**config.mk**
```make
export PLATFORM = sky130hd
export DESIGN_NAME = hazard_controller
export DESIGN_NICKNAME = d
export VERILOG_FILES = /design/src/rtl/hazard_pkg.sv /design/src/rtl/hazard_controller_forward_unit.sv /design/src/rtl/hazard_controller.sv
export SDC_FILE = /design/constraint.sdc
export NUM_CORES = 1
export LEC_CHECK = 0
export BUFFER_PORTS_ARGS = -buffer_cell sky130_fd_sc_hd__buf_2
export CAP_MARGIN = 20
export CORE_MARGIN = 8
export CORE_UTILIZATION = 35
export CTS_CLUSTER_SIZE = 10
export DETAILED_ROUTE_END_ITERATION = 8
export PLACE_DENSITY_LB_ADDON = 0.25
export RECOVER_POWER = 50
export SYNTH_ARGS = -nofsm -noshare
export SYNTH_HDL_FRONTEND = slang
export SYNTH_SLANG_ARGS = --single-unit
```
**constraint.sdc**
```tcl
create_clock -name clk -period 1.7 [get_ports clk]
set_input_delay 0.085 -clock clk [delete_from_list [all_inputs] [get_ports clk]]
set_output_delay 0.085 -clock clk [all_outputs]
set_load 0.05 [all_outputs]
```
**src/rtl/hazard_pkg.sv**
```systemverilog
// -----------------------------------------------------------------------------
// hazard_pkg
// Shared types and constants for the RV32I pipeline hazard controller.
//   fwd_sel_t       : EX-stage operand forwarding select encoding
//   hz_state_t      : sequencing FSM states (RUN / MEM_WAIT)
//   RESULT_SRC_LOAD : ResultSrcE encoding that marks a load in Execute
//   sat_inc8        : saturating 8-bit increment used by the wait watchdog
// -----------------------------------------------------------------------------
package hazard_pkg;

    typedef enum logic [1:0] {
        FWD_RF  = 2'b00,
        FWD_WB  = 2'b01,
        FWD_MEM = 2'b10
    } fwd_sel_t;

    typedef enum logic {
        RUN      = 1'b0,
        MEM_WAIT = 1'b1
    } hz_state_t;

    localparam logic [1:0] RESULT_SRC_LOAD = 2'b01;

    // Increment that sticks at 255 so a very long wait never wraps back to 0.
    function automatic logic [7:0] sat_inc8(input logic [7:0] value);
        logic [7:0] result;
        if (value == 8'hFF) begin
            result = value;
        end else begin
            result = value + 8'd1;
        end
        return result;
    endfunction

endpackage

```
**src/rtl/hazard_controller_forward_unit.sv**
```systemverilog
// -----------------------------------------------------------------------------
// forward_unit
// Purely combinational forwarding select for one EX-stage source operand.
// Ports:
//   rs_e        in  source register of the operand in Execute
//   rd_m, rd_w  in  destinations in Memory / Writeback
//   reg_write_m in  Memory-stage write enable
//   reg_write_w in  Writeback-stage write enable
//   fwd_sel     out FWD_MEM / FWD_WB / FWD_RF
// Memory has priority over Writeback since it holds the younger result;
// x0 is hard-wired zero and never forwarded.
// -----------------------------------------------------------------------------
module forward_unit
    import hazard_pkg::*;
#(
    parameter int REG_ADDR_WIDTH = 5
) (
    input  logic [REG_ADDR_WIDTH-1:0] rs_e,
    input  logic [REG_ADDR_WIDTH-1:0] rd_m,
    input  logic [REG_ADDR_WIDTH-1:0] rd_w,
    input  logic                      reg_write_m,
    input  logic                      reg_write_w,
    output fwd_sel_t                  fwd_sel
);

    localparam logic [REG_ADDR_WIDTH-1:0] REG_ZERO = {REG_ADDR_WIDTH{1'b0}};

    // Priority select: Memory result, then Writeback result, else register file.
    always_comb begin
        fwd_sel = FWD_RF;
        if (reg_write_m && (rd_m != REG_ZERO) && (rd_m == rs_e)) begin
            fwd_sel = FWD_MEM;
        end else if (reg_write_w && (rd_w != REG_ZERO) && (rd_w == rs_e)) begin
            fwd_sel = FWD_WB;
        end else begin
            fwd_sel = FWD_RF;
        end
    end

endmodule

```
**src/rtl/hazard_controller.sv**
```systemverilog
// -----------------------------------------------------------------------------
// hazard_controller
// Hazard and sequencing controller for a 5-stage RV32I pipeline.
//   - EX operand forwarding selects (two forward_unit instances)
//   - load-use stall (one bubble), taken branch/jump flush
//   - whole-pipeline freeze while a data-memory access is outstanding
//   - memory-wait watchdog with sticky MemTimeout
// Optional build macro: HAZARD_PERF_CNT_EN adds StallCnt / FlushCnt /
// MemWaitCnt cycle counters (CNT_WIDTH bits, wrapping).
// Ports:
//   clk, rst (async, active-high)
//   Rs1D, Rs2D, Rs1E, Rs2E, RdE, ResultSrcE, PCSrcE       : Decode/Execute info
//   RdM, RdW, RegWriteM, RegWriteW, MemReqM, MemReadyM     : Memory/Writeback info
//   ForwardAE, ForwardBE                                   : operand selects
//   StallF/D/E/M, FlushD/E/W                               : pipeline control
//   MemTimeout                                             : sticky watchdog flag
// Stall/flush/forward outputs are combinational so single-cycle memory
// sees zero added latency; only MemTimeout and the counters are flops.
// -----------------------------------------------------------------------------
module hazard_controller
    import hazard_pkg::*;
#(
    parameter int REG_ADDR_WIDTH = 5,
    parameter int WAIT_LIMIT     = 16,
    parameter int CNT_WIDTH      = 32
) (
    input  logic                      clk,
    input  logic                      rst,
    input  logic [REG_ADDR_WIDTH-1:0] Rs1D,
    input  logic [REG_ADDR_WIDTH-1:0] Rs2D,
    input  logic [REG_ADDR_WIDTH-1:0] Rs1E,
    input  logic [REG_ADDR_WIDTH-1:0] Rs2E,
    input  logic [REG_ADDR_WIDTH-1:0] RdE,
    input  logic [1:0]                ResultSrcE,
    input  logic                      PCSrcE,
    input  logic [REG_ADDR_WIDTH-1:0] RdM,
    input  logic [REG_ADDR_WIDTH-1:0] RdW,
    input  logic                      RegWriteM,
    input  logic                      RegWriteW,
    input  logic                      MemReqM,
    input  logic                      MemReadyM,
    output logic [1:0]                ForwardAE,
    output logic [1:0]                ForwardBE,
    output logic                      StallF,
    output logic                      StallD,
    output logic                      StallE,
    output logic                      StallM,
    output logic                      FlushD,
    output logic                      FlushE,
    output logic                      FlushW,
    output logic                      MemTimeout
`ifdef HAZARD_PERF_CNT_EN
    ,
    output logic [CNT_WIDTH-1:0]      StallCnt,
    output logic [CNT_WIDTH-1:0]      FlushCnt,
    output logic [CNT_WIDTH-1:0]      MemWaitCnt
`endif
);

    localparam logic [REG_ADDR_WIDTH-1:0] REG_ZERO = {REG_ADDR_WIDTH{1'b0}};
    localparam logic [7:0] LIMIT_M1 = 8'(WAIT_LIMIT - 1);
    localparam bit CFG_OK = (WAIT_LIMIT >= 1) && (WAIT_LIMIT <= 255) && (CNT_WIDTH >= 1);

    generate
        if (!CFG_OK) begin : g_bad_cfg
            $error("hazard_controller: WAIT_LIMIT must be 1..255 and CNT_WIDTH >= 1");
        end
    endgenerate

    fwd_sel_t   fwd_a_s;
    fwd_sel_t   fwd_b_s;
    logic       freeze_s;
    logic       lw_stall_s;
    hz_state_t  state_q;
    hz_state_t  state_d;
    logic [7:0] wait_cnt_q;
    logic [7:0] wait_cnt_d;
    logic       mem_timeout_q;
    logic       mem_timeout_d;

    forward_unit #(.REG_ADDR_WIDTH(REG_ADDR_WIDTH)) u_fwd_a (
        .rs_e        (Rs1E),
        .rd_m        (RdM),
        .rd_w        (RdW),
        .reg_write_m (RegWriteM),
        .reg_write_w (RegWriteW),
        .fwd_sel     (fwd_a_s)
    );

    forward_unit #(.REG_ADDR_WIDTH(REG_ADDR_WIDTH)) u_fwd_b (
        .rs_e        (Rs2E),
        .rd_m        (RdM),
        .rd_w        (RdW),
        .reg_write_m (RegWriteM),
        .reg_write_w (RegWriteW),
        .fwd_sel     (fwd_b_s)
    );

    assign freeze_s   = MemReqM && !MemReadyM;
    assign lw_stall_s = (ResultSrcE == RESULT_SRC_LOAD) && (RdE != REG_ZERO)
                        && ((RdE == Rs1D) || (RdE == Rs2D));

    // Pipeline control: reset forces bubbles, freeze outranks branch, branch outranks load-use.
    always_comb begin
        ForwardAE = FWD_RF;
        ForwardBE = FWD_RF;
        StallF    = 1'b0;
        StallD    = 1'b0;
        StallE    = 1'b0;
        StallM    = 1'b0;
        FlushD    = 1'b0;
        FlushE    = 1'b0;
        FlushW    = 1'b0;
        if (rst) begin
            FlushD = 1'b1;
            FlushE = 1'b1;
            FlushW = 1'b1;
        end else begin
            ForwardAE = fwd_a_s;
            ForwardBE = fwd_b_s;
            if (freeze_s) begin
                // Hold every stage; Writeback gets bubbles so nothing retires twice.
                StallF = 1'b1;
                StallD = 1'b1;
                StallE = 1'b1;
                StallM = 1'b1;
                FlushW = 1'b1;
            end else if (PCSrcE) begin
                // Decode holds a wrong-path instruction, so a pending load-use is moot.
                FlushD = 1'b1;
                FlushE = 1'b1;
            end else if (lw_stall_s) begin
                StallF = 1'b1;
                StallD = 1'b1;
                FlushE = 1'b1;
            end else begin
                StallF = 1'b0;
            end
        end
    end

    // Next-state, watchdog count and sticky timeout computation.
    always_comb begin
        state_d       = state_q;
        wait_cnt_d    = 8'd0;
        mem_timeout_d = mem_timeout_q;
        case (state_q)
            RUN: begin
                if (freeze_s) begin
                    state_d = MEM_WAIT;
                end else begin
                    state_d = RUN;
                end
            end
            MEM_WAIT: begin
                if (MemReadyM) begin
                    state_d = RUN;
                end else begin
                    state_d = MEM_WAIT;
                end
            end
            default: begin
                state_d = RUN;
            end
        endcase
        // Count only cycles spent waiting; any return to RUN clears it.
        if ((state_q == MEM_WAIT) && (state_d == MEM_WAIT)) begin
            wait_cnt_d = sat_inc8(wait_cnt_q);
        end else begin
            wait_cnt_d = 8'd0;
        end
        if (freeze_s && (wait_cnt_q == LIMIT_M1)) begin
            mem_timeout_d = 1'b1;
        end else begin
            mem_timeout_d = mem_timeout_q;
        end
    end

    // FSM state, watchdog count and sticky timeout registers.
    always_ff @(posedge clk or posedge rst) begin
        if (rst) begin
            state_q       <= RUN;
            wait_cnt_q    <= 8'd0;
            mem_timeout_q <= 1'b0;
        end else begin
            state_q       <= state_d;
            wait_cnt_q    <= wait_cnt_d;
            mem_timeout_q <= mem_timeout_d;
        end
    end

    assign MemTimeout = mem_timeout_q;

`ifdef HAZARD_PERF_CNT_EN
    logic [CNT_WIDTH-1:0] stall_cnt_q;
    logic [CNT_WIDTH-1:0] stall_cnt_d;
    logic [CNT_WIDTH-1:0] flush_cnt_q;
    logic [CNT_WIDTH-1:0] flush_cnt_d;
    logic [CNT_WIDTH-1:0] wait_stat_q;
    logic [CNT_WIDTH-1:0] wait_stat_d;

    // Event counters track the control actually applied, not the raw requests.
    always_comb begin
        stall_cnt_d = stall_cnt_q;
        flush_cnt_d = flush_cnt_q;
        wait_stat_d = wait_stat_q;
        if (freeze_s) begin
            wait_stat_d = wait_stat_q + {{(CNT_WIDTH-1){1'b0}}, 1'b1};
        end else if (PCSrcE) begin
            flush_cnt_d = flush_cnt_q + {{(CNT_WIDTH-1){1'b0}}, 1'b1};
        end else if (lw_stall_s) begin
            stall_cnt_d = stall_cnt_q + {{(CNT_WIDTH-1){1'b0}}, 1'b1};
        end else begin
            stall_cnt_d = stall_cnt_q;
        end
    end

    // Performance counter registers.
    always_ff @(posedge clk or posedge rst) begin
        if (rst) begin
            stall_cnt_q <= {CNT_WIDTH{1'b0}};
            flush_cnt_q <= {CNT_WIDTH{1'b0}};
            wait_stat_q <= {CNT_WIDTH{1'b0}};
        end else begin
            stall_cnt_q <= stall_cnt_d;
            flush_cnt_q <= flush_cnt_d;
            wait_stat_q <= wait_stat_d;
        end
    end

    assign StallCnt   = stall_cnt_q;
    assign FlushCnt   = flush_cnt_q;
    assign MemWaitCnt = wait_stat_q;
`endif

endmodule

```
Yosys cells after proc, flatten, opt, wreduce, memory -nomap -nowiden:

Cells that the tools add are included.

* bits in registers: 10
* input bits: 44
* output and inout bits: 12
* word-level logic and storage cells: 54

* $add $sub $neg: 1
* equality and inequality tests: 10
* multiplexer cells: 23
* bitwise logic cells: 1
* reductions and logical operators: 16

Operator list (number)
* == test 5 bit: 6
* two-way mux 1 bit: 16
* two-way mux 8 bit: 2
* nonzero test 5 bit: 3
* logical AND 1 bit: 11
* adder 8 x 1 -> 8 bit, second input constant: 1
* == test 8 x 4 -> 1 bit, second input constant: 1
* == test 8 bit, second input constant: 1
* two-way mux 2 bit: 4
* == test 2 x 1 -> 1 bit, second input constant: 1
* inequality test 2 bit, second input constant: 1
* case mux 1 bit (2 select lines): 1
* zero test 1 bit: 1
* logical OR 1 bit: 1
* NOT 1 bit: 1

Longest topological paths before layout:

Gate-level depths: netlist (run 1).

* word-level depth: 7
* depth in mapped cells: 5
* gate-level depth less buffers: 5

By module:

From an unflattened synthesis (run 1), not the netlist that was laid out.

* cell total of the unflattened synthesis: 120
* area, all modules: 1008.5 um^2

By module, submodules not included
* hazard_controller: times used 1, cells each 80, area an instance 705.7 um^2, sequential area each 250.2 um^2
* forward_unit: times used 2, cells each 20, area an instance 151.4 um^2, sequential area each 0.0 um^2

Least setup slack after synthesis (run 1):

No wires, ideal clock.

* kind: input-to-output
* start: input port MemReadyM
* end: output port StallF
* arrival: 2.900 ns
* setup slack: -1.285 ns
* stages: 5
* cell sequence: nand2b_1 > a21oi_1 > inv_1 > o41ai_1 > buf_4

* cells in the longest elaborated chain, start to end: 4

Ends and longest elaborated chain
* start: declaration: RTL line hazard_controller.sv:41 `input logic MemReadyM,`
* zero test 1 bit: RTL line hazard_controller.sv:99 `assign freeze_s = MemReqM && !MemReadyM;`
* logical AND 1 bit: RTL line hazard_controller.sv:99
* two-way mux 1 bit (2 in a row)
* end: declaration: RTL line hazard_controller.sv:44 `output logic StallF,`

No other way between the ends.

Final worst setup path (run 1):

* start: input port RdM[2]
* end: output port ForwardAE[0]

* cells in the longest elaborated chain, start to end: 5
* elaborated cells between the ends (all ways): 6
* those cells by class: eq/ne (1); mux (2); reduce/logical (3)

Ends and longest elaborated chain
* start: declaration: RTL line hazard_controller.sv:36 `input logic [REG_ADDR_WIDTH-1:0] RdM,`
* nonzero test 5 bit: RTL line hazard_controller_forward_unit.sv:31 `if (reg_write_m && (rd_m != REG_ZERO) && (rd_m == rs_e)) begin`
* logical AND 1 bit: RTL line hazard_controller_forward_unit.sv:31
* logical AND 1 bit *: RTL line hazard_controller_forward_unit.sv:31
* two-way mux 2 bit *: RTL line hazard_controller_forward_unit.sv:31
* two-way mux 2 bit *: RTL line hazard_controller.sv:114 `if (rst) begin`
* end: declaration: RTL line hazard_controller.sv:42 `output logic [1:0] ForwardAE,`

Mark *: on every way between the ends. The rest lies on a longest branch, timed or not.

==> impl_metrics.yaml, run 1 <==
clock_network:
  cts_tree: "built"
  insertion_delay_ns: 0.28
  cts_max_path_buffers: 2
  root_buffer: "clkbuf_4"
  postCtsSetupRepairBufs: 0
  cts_buffers: 3
  h-tree-depth: 1
  cts_sinks: 10
  cts.clk_slew.worst_paths_ns: 0.07
critical_path:
  end_kind: "primary output"
  start_kind: "primary input"
  crit_arrival_ns: 1.54
  slowest_delay_ns: 0.52
  crit_path_top_delay_cell: "or4_1"
  path_max_fanout: 3
  crit_path_cell_trace: "buf_2 > or4_1 > o21ai_2 > nor3_1 > nor4_4 > clkbuf_4"
  cp.required_ns: 1.62
  critPathKind: "primary input to primary output"
place:
  portBuffers: 55
  gp_congestion: 0.880
  dpl_worst_slack_ns: 0.0135
  hpwl_um: 2510
timing:
  setup_viol: 0
  worst_slack_ns: 0.0763
  worstMarginPinSlew_ns: 0.595
  post-route-period-util_pct: 95.5
  skew_ns: 0.00675
  slew-limit-headroom_pct: 60.5
  rsz0062_at_grt: "no"
  slew_violations: 0
  hold_violations: 0
  fmax_ghz: 0.616
  period_needed_ns: 1.62
global_routing:
  grt-ovfl-total: 0
  grt_pass1_vias: 1051
  grt_max_degree: 13
  antenna_found_initial: 0
  grt_pass1_wl_um: 4330
  grt_usage_pct: 12.0
die:
  rows: 19
  die_w_um: 68.2
  die_h_um: 68.2
  top_level_ports: 56
  core-area_um2: 2660
  dieArea_um2: 4650
  start_util_pct: 35.9
route:
  drtIter0Drc: 35
  vias_per_cell: 4.95
  avgRoutedWirePerCell_um: 13.9
  drc_errors: 0
  wl_um: 2860
  drtPass1Iterations: 4
  ant_nets: 0
  via_count: 1019
power_and_ir_drop:
  peakVddDrop_v: 0.000416
  power_uw: 710
  p_per_area_nw_per_um2: 508
  total_leakage_power_nw: 0.651
synthesis:
  ys_ff_latch: 10
  synthesis.nets: 159
  synth_area_leaders: "dfrtp_1, xor2_1, xnor2_1, nor2_1, or4_1"
  yosysSeqAreaShare_pct: 26.2
  synthCells: 114
  ys_warn_count: 0
  syn_area_um2: 955
  synth_xor_area_share_pct: 31.2
  synth-adder-area-share_pct: 1.31
  avgSynthCellArea_um2: 8.37
  synth_area_leader_cell: "dfrtp_1"
  synth_mux_area_share_pct: 1.05
  synth_top_family_by_area: "XOR/XNOR gates"
  synthSimpleGateAreaFrac_pct: 27.7
  yosys.area.top_type_share_pct: 26.2
  synth_compound_area_share_pct: 9.44
  ys_types: 29
run_status:
  status: "finished, final reports clean"
flow_run:
  max_cap_viol_count: 0
finish:
  nFillCells: 258
  syn2layout_area_growth_pct: 46.5
  final_cell_mix: "buf_2, xor2_1, nor2_1"
  drive_above_1_share_pct: 40.0
  fin_nets: 221
  diodes: 0
  final_common_cell: "buf_2"
hold_path:
  hold_path.class: "primary input to flop"
-- per-layer routing --
metal / global-route usage, % / routed length [um] / vias up
met4: 4.60 / 47 / 0
met1: 12.4 / 951 / 465
met5: 0 / 0 / -
li1: - / - / 524
met3: 3.60 / 256 / 5
met2: 22.2 / 1610 / 25
-- sequential cells by signal (all words and copies together) (netlist names) --
register	flops
wait_cnt_q	8
MemTimeout	1
state_q	1
-- cell type report --
class	instances	area (um2)	area share, %
repair buffers	60	325	23.3
inverters	3	15.0	1.07
well taps	31	38.8	2.77
clock buffers	4	36.3	2.59
flip-flops and latches	10	250	17.9
multi-input cells	98	733	52.4
-- Yosys cell counts, drive strengths merged --
library cell  count
a31o              1
dfrtp            10
nor4              5
xor2             24
ha                1
and3              2
o21ai             4
inv               3
clkbuf            1
nand3             4
a21oi             2
a31oi             1
nand4             1
nand2             7
nand2b            3
nor3              6
o211ai            1
o41ai             2
nor2b             2
a22oi             1
buf               2
xnor2            10
o2111ai           1
nor3b             1
or4               5
nor2             13
mux2i             1
-- through the flow --
| step | util (%) | setup TNS (ns) | cell area [um2] | std cells | hold WS [ns] |
|---|---|---|---|---|---|
| finish | 52.5 | 0 | 1400 | 206 | 0.0718 |
| global route | 52.5 | 0 | 1400 | 206 | 0.0836 |
| CTS | 52.2 | 0 | 1390 | 206 | 0.0694 |
| detailed placement | 50.0 | 0 | 1330 | 200 | 0.170 |
| global placement | 50.0 | 0 | 1330 | 200 | 0.161 |
| floorplan | - | -0.241 | 1010 | 114 | -0.113 |
-- timing repair --
action,in CTS,in global routing
hold buffers,2,0
endpoints found under the setup margin,0,6
gates resized for setup,0,8
hold endpoints to repair,11,0
-- kinds of logic (layout without fill, tap and decap cells) --
kind of cell / after synthesis / in the layout
fa+ha+maj: 1 / 1
flops: 10 / 10
mux: 1 / 1
xor+xnor: 34 / 34
compound gates: 13 / 13
simple gates: 49 / 49
buf+inv: 6 / 67
-- critical path, delay by kind of cell --
family / cells / cell delay, ns
AND/OR/NAND/NOR: 3 / 0.89
buffers and inverters: 2 / 0.38
AO/OA/AOI/OAI: 1 / 0.18
-- power by group --
group | leakage [nW] | internal [mW] | switching (mW)
clock network | 0.0210 | 0.130 | 0.0885
logic | 0.493 | 0.105 | 0.143
registers | 0.138 | 0.241 | 0.00251
-- worst paths after layout --
check,from,end,slack (ns),cells after the start
max,RdM[2],ForwardAE[0],0.08,6
min,MemReqM,state_q,0.07,3
max reg2reg,wait_cnt_q[0],wait_cnt_q[3],0.31,5
min reg2reg,MemTimeout,MemTimeout,0.48,1
max in group asynchronous,rst,wait_cnt_q[7],1.13,4
min in group asynchronous,rst,state_q,0.41,4
Power figures use the tool's default switching activity.
==> run 2, diff against run 1 <==
- ABC_CLOCK_PERIOD_IN_PS: unset -> 1940
- clock period: 1.7 -> 1.94 ns (I/O delays scaled with it)
==> impl_metrics.yaml, run 2 (synthesis gave the netlist of run 1 again) <==
critical_path:
  critPathBufInv: 2
  path_max_fanout: 4
  critPathKind: "primary input to primary output"
  cp.required_ns: 1.84
  end_kind: "primary output"
  start_kind: "primary input"
  slowest_delay_ns: 0.54
  rr_worst_depth: 5
  rrSetupSlack_ns: 0.58
  cpMostUsedCell: "buf_2"
  crit-reg2reg-launch: "wait_cnt_q[0]"
  crit_path_cell_trace: "buf_2 > or4_1 > o21ai_2 > nor3_1 > nor4_4 > buf_2"
  r2r_end: "wait_cnt_q[4]"
  crit_path_top_delay_cell: "or4_1"
  cp_top_family: "simple AND/OR/NAND/NOR gates"
  crit_arrival_ns: 1.63
timing:
  hold_violations: 0
  period_needed_ns: 1.72
  skew_ns: 0.00410
  slew_violations: 0
  rsz0062_at_grt: "no"
  slew-limit-headroom_pct: 60.3
  fmax_ghz: 0.580
  worst_slack_ns: 0.215
  post-route-period-util_pct: 88.9
  setup_viol: 0
  worstMarginPinSlew_ns: 0.599
route:
  drtPass1Iterations: 4
  wl_um: 2720
  ant_nets: 0
  drc_errors: 0
  via_count: 1009
  vias_per_cell: 4.97
  avgRoutedWirePerCell_um: 13.4
  drtIter0Drc: 11
flow_run:
  max_cap_viol_count: 0
finish:
  final_common_cell: "buf_2"
  final_cell_mix: "buf_2, xor2_1, nor2_1"
  syn2layout_area_growth_pct: 40.8
  diodes: 0
  drive_above_1_share_pct: 36.6
  final_area_um2: 1340
  largest_reg_flops: 8
  fin_nets: 218
  regMostFlops: "wait_cnt_q"
hold_path:
  hold_path.class: "primary input to flop"
  hold_start: "MemReadyM"
  min_path_cells: 2
  whs_endpoint: "state_q"
clock_network:
  insertion_delay_ns: 0.27
  cts_tree: "built"
  cts_max_path_buffers: 2
  cts_sinks: 10
  cts_buffers: 3
  cts.clk_slew.worst_paths_ns: 0.06
  root_buffer: "clkbuf_4"
  h-tree-depth: 1
place:
  dpl_worst_slack_ns: 0.214
  hpwl_um: 2460
  portBuffers: 55
  gp_congestion: 0.839
  postPlaceCellArea_um2: 1300
die:
  die_w_um: 68.2
  rows: 19
  core-area_um2: 2660
  die_h_um: 68.2
  top_level_ports: 56
  start_util_pct: 35.9
  dieArea_um2: 4650
power_and_ir_drop:
  total_leakage_power_nw: 0.640
  p_per_area_nw_per_um2: 450
  peakVddDrop_v: 0.000279
  power_uw: 604
global_routing:
  grt-ovfl-total: 0
  grt_pass1_wl_um: 4650
  grt_max_degree: 13
  antenna_found_initial: 0
  grt_usage_pct: 13.0
  grt_pass1_vias: 1080
run_status:
  status: "finished, final reports clean"
[run 2: cell count changes in the layout (fill, tap and decap cells not counted), sizes merged]
cell	previous run	this run
buf	55	53
clkinvlp	1	0
dlygate4sd3	2	1
inv	2	3
[run 2: per-stage QoR]
step / TNS, ns / hold WS [ns] / std cells / utilization (%)
after floorplan: -0.0249 / -0.0386 / 114 / -
after global placement: 0 / 0.155 / 198 / 48.9
after detailed placement: 0 / 0.162 / 198 / 48.9
after CTS: 0 / 0.0192 / 203 / 50.6
after global routing: 0 / 0.00859 / 203 / 50.5
final: 0 / 0.0216 / 203 / 50.5
[run 2: how the worst max path moves through the flow]
stage	startpoint	to	slack [ns]	cells past startpoint
floorplan	MemReadyM	StallF	-0.02	5
global placement	RdM[1]	ForwardAE[0]	0.25	6
detailed placement	RdM[1]	ForwardAE[0]	0.21	6
CTS	RdM[1]	ForwardAE[0]	0.21	6
global route	RdM[1]	ForwardAE[0]	0.13	6
finish	RdM[1]	ForwardAE[0]	0.22	6
[run 2: worst register-to-register path, stage by stage (launching register included)]
cell and delay [ns]:
dfrtp_1 0.39, ha_1 0.22, nand3_1 0.16, o21ai_0 0.23, xor2_1 0.19, nor2_1 0.05
[run 2: per-layer routing]
layer | share of wire (%) | wire [um] | global-route usage [%] | vias up
met5 | 0 | 0 | 0 | -
met4 | 1.8 | 48 | 5.37 | 0
met3 | 11 | 307 | 4.09 | 5
met2 | 50 | 1370 | 23.4 | 41
met1 | 36 | 992 | 13.5 | 442
li1 | - | - | - | 521
[run 2: power by group]
group / switching (mW) / internal [mW] / total [mW]
sequential: 0.00211 / 0.211 / 0.213
combinational: 0.120 / 0.0855 / 0.205
clock: 0.0716 / 0.114 / 0.186
[run 2: repair_timing]
action,CTS,global route
resized for setup,0,0
hold buffers,1,0
buffers inserted,0,0
endpoints found under the setup margin,0,0
endpoints found under the hold margin,10,0
[run 2: area by class of cell]
| cell class | count | area, um2 |
|---|---|---|
| clock buffers | 4 | 36.3 |
| fillers | 259 | 1320 |
| inverters | 3 | 11.3 |
| multi-input cells | 98 | 718 |
| flip-flops and latches | 10 | 250 |
| well taps | 31 | 38.8 |
| repair buffers | 57 | 289 |
==> run 3, diff against run 2 <==
- ABC_CLOCK_PERIOD_IN_PS: 1940 -> unset
- CORE_MARGIN: 8 -> 3
- RECOVER_POWER: 50 -> unset
==> impl_metrics.yaml, run 3 (synthesis gave the netlist of run 1 again) <==
clock_network:
  h-tree-depth: 1
  cts_max_path_buffers: 2
  root_buffer: "clkbuf_4"
  cts_sinks: 10
  insertion_delay_ns: 0.26
  cts-hold-fix-buffers: 1
  postCtsSetupRepairBufs: 0
  cts.clk_slew.worst_paths_ns: 0.06
  cts_tree: "built"
  cts_buffers: 3
  ctsResizeCount: 0
power_and_ir_drop:
  p_seq_share_pct: 38.3
  p_per_area_nw_per_um2: 418
  combPwrFrac_pct: 37.3
  peakVddDrop_v: 0.000323
  internal-power_uw: 369
  clockPowerShare_pct: 24.4
  total_leakage_power_nw: 0.642
  netSwitchingPower_uw: 188
  p_sw_share_pct: 33.7
critical_path:
  crit_arrival_ns: 1.62
  start_kind: "primary input"
  end_kind: "primary output"
  cp.required_ns: 1.84
  crit_path_top_delay_cell: "or4_1"
  path_max_fanout: 4
  crit_path_cell_trace: "buf_2 > or4_1 > o21ai_2 > nor3_1 > nor4_4 > buf_2"
  cp_top_family: "simple AND/OR/NAND/NOR gates"
  cpMostUsedCell: "buf_2"
  critPathBufInv: 2
  slowest_delay_ns: 0.53
  critPathKind: "primary input to primary output"
finish:
  fin_nets: 218
  final_cell_mix: "buf_2, xor2_1, nor2_1"
  largest_reg_flops: 8
  regMostFlops: "wait_cnt_q"
  syn2layout_area_growth_pct: 39.6
  diodes: 0
  final_common_cell: "buf_2"
  drive_above_1_share_pct: 38.0
route:
  ant_nets: 0
  drtPass1Iterations: 4
  wl_um: 2490
  via_count: 1025
  vias_per_cell: 5.10
  avgRoutedWirePerCell_um: 12.4
  drc_errors: 0
  drtIter0Drc: 13
timing:
  period_needed_ns: 1.72
  skew_ns: 0.00215
  setup_viol: 0
  rsz0062_at_grt: "no"
  hold_violations: 0
  hold_ws_ns: 0.0276
  post-route-period-util_pct: 88.7
  slew_violations: 0
  slew-limit-headroom_pct: 67.2
  worstMarginPinSlew_ns: 0.492
  fmax_ghz: 0.581
  tns_ns: 0
die:
  rows: 18
  core-area_um2: 2540
  die_h_um: 58.2
  dieArea_um2: 3390
  top_level_ports: 56
  start_util_pct: 37.5
  die_w_um: 58.2
global_routing:
  grt_usage_pct: 15.2
  antenna_found_initial: 0
  grt_pass1_vias: 1027
  grt_pass1_wl_um: 4090
  grt-ovfl-total: 0
  grt_max_degree: 13
place:
  hpwl_um: 2210
  gp_congestion: 0.815
  portBuffers: 55
hold_path:
  hold_path.class: "primary input to flop"
run_status:
  status: "finished, final reports clean"
flow_run:
  max_cap_viol_count: 0
[run 3: cell count changes in the layout (fill, tap and decap cells not counted)]
cell      change
clkbuf_1      -3
buf_2         +3
clkbuf_8      -1
[run 3: final cells by class]
| type | instances | area (um2) |
|---|---|---|
| timing repair buffer | 57 | 293 |
| multi-input combinational | 98 | 718 |
| sequential | 10 | 250 |
| inverter | 3 | 11.3 |
| fill | 242 | 1210 |
| tap | 30 | 37.5 |
| clock buffer | 3 | 22.5 |
[run 3: power by group through the flow]
stage	combinational [mW]	clock, mW	sequential (mW)
2_1_floorplan	0.121	0	0.217
3_3_place_gp	0.201	0	0.217
3_5_place_dp	0.207	0	0.217
4_1_cts	0.210	0.141	0.213
5_1_grt	0.227	0.153	0.214
6_report	0.208	0.136	0.213
[run 3: path summary, 6_finish.rpt]
| kind | from | slack [ns] | cells past startpoint | to |
|---|---|---|---|---|
| setup / recovery | RdM[1] | 0.22 | 6 | ForwardAE[0] |
| hold / removal | MemReadyM | 0.03 | 2 | state_q |
| setup reg to reg | wait_cnt_q[0] | 0.58 | 5 | wait_cnt_q[5] |
| hold reg to reg | MemTimeout | 0.47 | 1 | MemTimeout |
| max in group asynchronous | rst | 1.38 | 4 | MemTimeout |
| min in group asynchronous | rst | 0.42 | 4 | wait_cnt_q[1] |
[run 3: through the flow]
stage / power [mW] / setup WS [ns] / std cells / area (um2) / utilization, %
floorplan: 0.338 / -0.0249 / 114 / 998 / -
detailed placement: 0.425 / 0.205 / 197 / 1300 / 51.1
global route: 0.594 / 0.125 / 201 / 1330 / 52.4
CTS: 0.564 / 0.209 / 201 / 1330 / 52.4
global placement: 0.418 / 0.215 / 197 / 1300 / 51.1
finish: 0.557 / 0.218 / 201 / 1330 / 52.4
[run 3: per-layer routing]
layer	part of all wire (%)	track usage (%)	wire length, um
met1	41	17.2	1010
met2	49	28.1	1230
met3	7.6	2.23	188
met4	2.4	6.29	60
met5	0	0	0
[run 3: worst register-to-register path, cell delays in order, from the launching register on]
cell	delay, ns
dfrtp_1	0.38
ha_1	0.22
nand3_1	0.16
o2111ai_1	0.24
xor2_1	0.17
nor2_1	0.06
